## src/rtl/cs_pkg.sv

```systemverilog
// Shared constants, state type and command-list address mapping for the RHD2000 register readback.
package cs_pkg;

  localparam logic [1:0] RHD_READ  = 2'b11;
  localparam logic [1:0] RHD_WRITE = 2'b10;
  localparam int         NUM_REGS  = 18;
  localparam int         NUM_EXP   = 14;
  localparam int         NUM_CMDS  = 25;
  localparam logic [5:0] ID_BASE   = 6'd40;

  localparam logic [7:0] INTAN_ID [5] = '{8'h49, 8'h4E, 8'h54, 8'h41, 8'h4E};

  typedef enum logic [1:0] {
    ST_IDLE,
    ST_ISSUE,
    ST_WAIT,
    ST_FIN
  } cs_state_t;

  // Slots 0..17 read the config regs, 18..22 the ID regs, 23..24 flush the result pipeline.
  function automatic logic [5:0] cmd_addr(input logic [4:0] k, input logic [5:0] dummy);
    if (k < 5'd18)
      return {1'b0, k};
    else if (k < 5'd23)
      return 6'(k) + 6'd22;
    else
      return dummy;
  endfunction

endpackage

```

## src/rtl/cs_rb_cmdgen.sv

```systemverilog
// Maps a command-list index to its RHD READ command word; purely combinational.
module cs_rb_cmdgen
  import cs_pkg::*;
#(
  parameter logic [5:0] DUMMY_REG = 6'd63
) (
  input  logic [4:0]  i_k,
  output logic [15:0] o_cmd
);

  logic [5:0] w_addr;

  assign w_addr = cmd_addr(i_k, DUMMY_REG);
  assign o_cmd  = {RHD_READ, w_addr, 8'h00};

endmodule

```

## src/rtl/cs_reg_readback.sv

```systemverilog
// Reads back RHD2000 registers after configuration and checks them against a snapshot of the config image.
// One command in flight at a time; cmd held stable until cmd_ready, rsp has no backpressure; results lag commands by two.
module cs_reg_readback
  import cs_pkg::*;
#(
  parameter logic [15:0] TIMEOUT   = 16'd1000,
  parameter logic [5:0]  DUMMY_REG = 6'd63
) (
  input  logic        clk,
  input  logic        rst,
  input  logic        start,
  input  logic [7:0]  exp00,
  input  logic [7:0]  exp01,
  input  logic [7:0]  exp02,
  input  logic [7:0]  exp03,
  input  logic [7:0]  exp04,
  input  logic [7:0]  exp05,
  input  logic [7:0]  exp06,
  input  logic [7:0]  exp07,
  input  logic [7:0]  exp08,
  input  logic [7:0]  exp09,
  input  logic [7:0]  exp10,
  input  logic [7:0]  exp11,
  input  logic [7:0]  exp12,
  input  logic [7:0]  exp13,
  input  logic [7:0]  exp_ap,
  output logic [15:0] cmd_data,
  output logic        cmd_valid,
  input  logic        cmd_ready,
  input  logic [15:0] rsp_data,
  input  logic        rsp_valid,
  output logic        busy,
  output logic        done,
  output logic [17:0] mismatch,
  output logic        id_ok,
  output logic        timeout,
  output logic        rb_valid,
  output logic [5:0]  rb_addr,
  output logic [7:0]  rb_data
);

  cs_state_t   r_state, w_state_nxt;
  logic [4:0]  r_k;
  logic [15:0] r_timer;
  logic [7:0]  r_snap [NUM_EXP];
  logic [7:0]  r_snap_ap;
  logic [17:0] r_mismatch, w_mismatch_nxt;
  logic [4:0]  r_id_match, w_id_match_nxt;
  logic        r_id_ok;
  logic        r_timeout;
  logic        r_rb_valid;
  logic [5:0]  r_rb_addr;
  logic [7:0]  r_rb_data;

  logic [7:0]  w_exp_in [NUM_EXP];
  logic [15:0] w_cmd;
  logic        w_rsp_take, w_proc, w_last, w_tmo, w_diff, w_is_id;
  logic [5:0]  w_prev_addr;
  logic [7:0]  w_rsp_byte, w_exp_byte;
  logic [2:0]  w_id_idx;
  logic        w_unused_rsp_hi;

  assign w_exp_in = '{exp00, exp01, exp02, exp03, exp04, exp05, exp06,
                      exp07, exp08, exp09, exp10, exp11, exp12, exp13};

  cs_rb_cmdgen #(.DUMMY_REG(DUMMY_REG)) u_cmdgen (
    .i_k   (r_k),
    .o_cmd (w_cmd)
  );

  // The response to command k carries the register addressed by command k-2.
  assign w_rsp_take      = (r_state == ST_WAIT) && rsp_valid;
  assign w_proc          = w_rsp_take && (r_k >= 5'd2);
  assign w_last          = (r_k == 5'(NUM_CMDS - 1));
  assign w_tmo           = (r_timer == TIMEOUT - 16'd1);
  assign w_prev_addr     = cmd_addr(r_k - 5'd2, DUMMY_REG);
  assign w_rsp_byte      = rsp_data[7:0];
  assign w_unused_rsp_hi = ^rsp_data[15:8];
  assign w_id_idx        = 3'(w_prev_addr - ID_BASE);
  assign w_is_id         = (w_prev_addr >= ID_BASE) && (w_prev_addr < ID_BASE + 6'd5);

  always_comb begin
    w_exp_byte = 8'h00;
    if (w_prev_addr < 6'(NUM_EXP))
      w_exp_byte = r_snap[w_prev_addr[3:0]];
    else if (w_prev_addr < 6'(NUM_REGS))
      w_exp_byte = r_snap_ap;
    else if (w_is_id)
      w_exp_byte = INTAN_ID[w_id_idx];
  end

  assign w_diff = (w_rsp_byte != w_exp_byte);

  always_comb begin
    w_mismatch_nxt = r_mismatch;
    w_id_match_nxt = r_id_match;
    if (w_proc) begin
      if (w_prev_addr < 6'(NUM_REGS))
        w_mismatch_nxt[w_prev_addr[4:0]] = w_diff;
      else if (w_is_id)
        w_id_match_nxt[w_id_idx] = !w_diff;
    end
  end

  always_comb begin
    w_state_nxt = r_state;
    case (r_state)
      ST_IDLE:  if (start) w_state_nxt = ST_ISSUE;
      ST_ISSUE: if (cmd_ready) w_state_nxt = ST_WAIT;
      ST_WAIT: begin
        if (rsp_valid)
          w_state_nxt = w_last ? ST_FIN : ST_ISSUE;
        else if (w_tmo)
          w_state_nxt = ST_FIN;
      end
      ST_FIN:   w_state_nxt = ST_IDLE;
      default:  w_state_nxt = ST_IDLE;
    endcase
  end

  always_ff @(posedge clk or posedge rst) begin
    if (rst) begin
      r_state    <= ST_IDLE;
      r_k        <= '0;
      r_timer    <= '0;
      for (int i = 0; i < NUM_EXP; i++) r_snap[i] <= '0;
      r_snap_ap  <= '0;
      r_mismatch <= '0;
      r_id_match <= '0;
      r_id_ok    <= 1'b0;
      r_timeout  <= 1'b0;
      r_rb_valid <= 1'b0;
      r_rb_addr  <= '0;
      r_rb_data  <= '0;
    end else begin
      r_state    <= w_state_nxt;
      r_rb_valid <= w_proc;
      if (w_proc) begin
        r_rb_addr <= w_prev_addr;
        r_rb_data <= w_rsp_byte;
      end
      case (r_state)
        ST_IDLE: begin
          if (start) begin
            for (int i = 0; i < NUM_EXP; i++) r_snap[i] <= w_exp_in[i];
            r_snap_ap  <= exp_ap;
            r_mismatch <= '0;
            r_id_match <= '0;
            r_id_ok    <= 1'b0;
            r_timeout  <= 1'b0;
            r_k        <= '0;
          end
        end
        ST_ISSUE: begin
          if (cmd_ready) r_timer <= '0;
        end
        ST_WAIT: begin
          r_timer <= r_timer + 16'd1;
          if (rsp_valid) begin
            r_mismatch <= w_mismatch_nxt;
            r_id_match <= w_id_match_nxt;
            // id_ok is resolved with the final ID byte so it is valid alongside done.
            if (w_last)
              r_id_ok <= &w_id_match_nxt;
            else
              r_k <= r_k + 5'd1;
          end else if (w_tmo) begin
            r_timeout <= 1'b1;
          end
        end
        default: ;
      endcase
    end
  end

  assign cmd_valid = (r_state == ST_ISSUE);
  assign cmd_data  = cmd_valid ? w_cmd : 16'h0000;
  assign busy      = (r_state == ST_ISSUE) || (r_state == ST_WAIT);
  assign done      = (r_state == ST_FIN);
  assign mismatch  = r_mismatch;
  assign id_ok     = r_id_ok;
  assign timeout   = r_timeout;
  assign rb_valid  = r_rb_valid;
  assign rb_addr   = r_rb_addr;
  assign rb_data   = r_rb_data;

endmodule

```

## config.mk

```make
export PLATFORM = sky130hd
export DESIGN_NAME = cs_reg_readback
export DESIGN_NICKNAME = d
export VERILOG_FILES = /design/src/rtl/cs_pkg.sv /design/src/rtl/cs_rb_cmdgen.sv /design/src/rtl/cs_reg_readback.sv
export SDC_FILE = /design/constraint.sdc
export NUM_CORES = 1
export LEC_CHECK = 0
export CAP_MARGIN = 5
export CORE_MARGIN = 2
export CORE_UTILIZATION = 52
export CTS_BUF_LIST = sky130_fd_sc_hd__clkbuf_8
export DETAILED_ROUTE_END_ITERATION = 10
export PLACE_DENSITY = 0.85
export SKIP_CTS_REPAIR_TIMING = 1
export SYNTH_ARGS = -nofsm -noshare
export SYNTH_HDL_FRONTEND = slang
export SYNTH_SLANG_ARGS = --single-unit
```

## constraint.sdc

```tcl
create_clock -name clk -period 9.69 [get_ports clk]
set_input_delay 0.969 -clock clk [delete_from_list [all_inputs] [get_ports clk]]
set_output_delay 0.969 -clock clk [all_outputs]
set_load 0.005 [all_outputs]
```

==> impl_metrics.toml <==
[timing]
finClkSkew_ns = 0.01778
tightest_slew_ns = 1.104
fmaxAchievable_mhz = 172.3
finalHoldViolCount = 0
slew_headroom_pct = 26.43
fin_ws_ns = 3.888
rsz0062_at_grt = "no"
setup_violation_total_in_the_final_timing_report = 0
timing.final.max_slew_violations = 0
fin_crit_sh_pct = 59.88
fin_tns_setup_ns = 0
final.min_clock_period_ns = 5.802

[setup_path]
critical-path-top-delay-family = "compound AO/OA/AOI/OAI gates"
worst-r2r-cell-count = 14
worstPathArrival_ns = 6.17
worstPathRequired_ns = 10.06
timing.critical_path.depth = 14
cp_num_buf_inv = 2
worst-setup-path-type = "flip-flop to flip-flop"
critPathCaptureType = "flip-flop"
cp_slowest_cell = "sky130_fd_sc_hd__dfrtp_1"
crit_chain = "inv_2 -> ha_1 -> nand2b_1 -> a21oi_2 -> nor2_4 -> inv_2 -> ha_1 -> nor2_1 -> o21a_1 -> a2111oi_0 -> nand3_1 -> a2111oi_4 -> nand4_4 -> a32o_1"
startpoint_types = "flip-flop"
cp_max_fo = 35
critPathMaxStageDelay_ns = 0.73

[synth]
synth_cells = 928
synth_top_family_by_area = "multiplexers"
synth.largest_area_cell = "sky130_fd_sc_hd__dfrtp_1"
synth_edf_count = 0
asyncSetResetFlopFracSynth_pct = 100.0
synthesis.area_per_instance_um2 = 10.68
post_synth_instance_area_um2 = 9913
synth.yosys.warnings = 0
synth.top_cell.area_share_pct = 46.19
synth_area_leaders = "sky130_fd_sc_hd__dfrtp_1 46%, sky130_fd_sc_hd__mux2_2 14%, sky130_fd_sc_hd__nand2_1 3.7%"
synth_cell_types = 86
synth-seq-cells = 183
area_share_of_xor_xnor_cells_in_the_synthesized_design_pct = 1.843
synth-compound-area-share_pct = 16.08
mux_cell_area_share_after_synthesis_pct = 16.57
share_of_synthesized_area_occupied_by_flip_flops_and_latches_pct = 46.19
post_synth_and_or_nand_nor_area_fraction_pct = 12.65
fraction_of_the_mapped_netlist_area_in_adder_cells_pct = 2.019
postSynth.topFlopCell = "sky130_fd_sc_hd__dfrtp_1"

[die]
std_cell_rows = 50
floorplan.die.width_um = 142.1
die_area_um2 = 20180
die_y_um = 142.1
design.portCount = 195
floorplan.initialDensity_pct = 53.00
core-area_um2 = 18710

[grt]
grt_util_all_layers_pct = 26.22
grt_max_degree = 104
antenna_violations_before_repair = 0
number_of_global_route_vias_before_repair = 7840
grt_overflow_total = 0
grt_first_pass_wirelength_um = 41160

[power]
leakagePower_nw = 5.086
peakVddDrop_v = 0.0001759
cellPowerDensity_nw_per_um2 = 312.9
total_power_mw = 3.796

[route]
avgRoutedWirePerCell_um = 19.56
vias_post_dr = 7911
route.antenna.remaining_nets = 0
remaining_drc_errors = 0
drt-vias-per-instance = 6.002
wirelength_um = 25780
detail_route.first_pass.iterations = 5
first_iter_violations = 806

[hold_path]
hold_path.class = "flip-flop to flip-flop"
min_delay_path_depth = 2

[clock_network]
clock_tree.buffer_depth = 2
clock_latency_ns = 0.49
tritoncts.num_buffers = 17
clk_transition_reported_paths_ns = 0.10
cts_tree = "yes"
cts-htree-levels = 4
cts_sinks = 183
clockRootBuffer = "sky130_fd_sc_hd__clkbuf_8"

[outcome]
outcome = "finished clean"

[placement]
place_area_um2 = 11720
port-buffer-count = 178
dpl_worst_slack_ns = 4.019
half_perimeter_wire_length_of_the_detailed_placement_result_um = 18120
gpl.final_weighted_congestion = 0.8997

[cells_and_area]
drive_above_1_share_pct = 17.90
num-fill-cells = 1448
syn2layout_area_growth_pct = 22.40
total_nets_final = 1228
final_instance_area_um2 = 12130
antenna_cells = 0

[run]
max-cap-violations = 0
kinds of logic (layout without fill, tap and decap cells):
logic type                 Yosys count  count (layout)
AOI/OAI and AO/OA                  217             217
xor gates and xnor gates            20              20
adders and majority gates           16              16
buffers and inverters               92             241
DFF                                183             183
muxes                              146             146
other                                1               8
and+or+nand+nor                    253             253
state kept, by name, indices dropped and copies added, names as in the netlist:
register,flops
r_state,2
r_timer,16
r_snap_ap,8
r_k,5
r_snap,112
timeout,1
r_id_match,5
rb_data,8
rb_valid,1
rb_addr,6
mismatch,18
id_ok,1
where the power goes:
| group | switching [mW] | internal [mW] |
|---|---|---|
| logic | 1.11 | 0.879 |
| clock network | 0.312 | 0.231 |
| registers | 0.198 | 1.06 |
| total | 1.62 | 2.17 |
worst register-to-register path, delay by kind of cell, from the launching register on:
kind                     cells  cell delay [ns]
AO/OA/AOI/OAI                5             1.96
adder cells (fa/ha/maj)      2             1.05
AND/OR/NAND/NOR              5             1.04
buffers and inverters        2             0.93
flip-flops                   1             0.73
per-stage QoR:
step,hold WS [ns],std cells,utilization (%)
3_3_place_gp,0.4607,1286,62.66
3_5_place_dp,0.4695,1286,62.66
5_1_grt,0.5106,1318,64.87
2_1_floorplan,0.4666,935,-
6_report,0.4850,1318,64.87
4_1_cts,0.4914,1318,64.87
synthesized netlist by cell type (all sizes together), types with 16 or more instances:
cell type and n:
dfrtp 183, mux2 125, nand2 99, o21ai 57
buf 43, nor2 39, a21oi 31, nand3 26
clkbuf 25, inv 23, a21o 22, a32o 20
and3 19, mux2i 19, nor3 18, ha 16
per-layer routing:
layer | vias up | wire length, um | track usage (%)
met3 | 34 | 1716 | 6.057
met1 | 3903 | 10880 | 34.45
met4 | 0 | 549 | 7.316
met5 | - | 0 | 0
li1 | 3671 | - | -
met2 | 303 | 12640 | 43.78
worst paths after layout:
kind	to	start	slack, ns
setup / recovery	mismatch[0]	r_k[1]	3.89
setup reg to reg	mismatch[0]	r_k[1]	3.89
hold reg to reg	rb_addr[3]	rb_addr[3]	0.49
max in group asynchronous	r_snap[72]	rst	7.00
hold / removal	rb_addr[3]	rb_addr[3]	0.49
min in group asynchronous	r_snap[64]	rst	1.05
cells in the final DEF, fill, tap and decap left out, types with 6 or more instances in the layout:
master and count:
sky130_fd_sc_hd__nand3_1 25, sky130_fd_sc_hd__a2111oi_0 7, sky130_fd_sc_hd__conb_1 8, sky130_fd_sc_hd__dfrtp_1 183, sky130_fd_sc_hd__xor2_1 12, sky130_fd_sc_hd__nand2b_1 7, sky130_fd_sc_hd__and3_1 19, sky130_fd_sc_hd__buf_4 7
sky130_fd_sc_hd__nand4_1 9, sky130_fd_sc_hd__a21o_1 22, sky130_fd_sc_hd__inv_8 6, sky130_fd_sc_hd__nand2_1 98, sky130_fd_sc_hd__clkbuf_8 19, sky130_fd_sc_hd__xnor2_1 7, sky130_fd_sc_hd__inv_1 19, sky130_fd_sc_hd__ha_1 16
sky130_fd_sc_hd__o21ai_1 9, sky130_fd_sc_hd__a31oi_1 11, sky130_fd_sc_hd__nor2_1 38, sky130_fd_sc_hd__clkdlybuf4s50_1 178, sky130_fd_sc_hd__a211oi_1 7, sky130_fd_sc_hd__or3_1 7, sky130_fd_sc_hd__a21oi_1 30, sky130_fd_sc_hd__mux2i_1 19
sky130_fd_sc_hd__mux2_2 125, sky130_fd_sc_hd__o21ai_0 48, sky130_fd_sc_hd__a32o_1 20, sky130_fd_sc_hd__nor3_1 16
cell type report:
class                   instances  area, um^2  area share [%]
clock buffers                  19       261.5           2.155
clock inverters                13       152.6           1.258
inverters                      24       95.09          0.7837
multi-input cells             660        4918           40.53
flip-flops and latches        183        4579           37.74
well taps                     234       292.8           2.413
repair buffers                185        1834           15.12
Note: power is estimated with default switching activity, not from simulation.
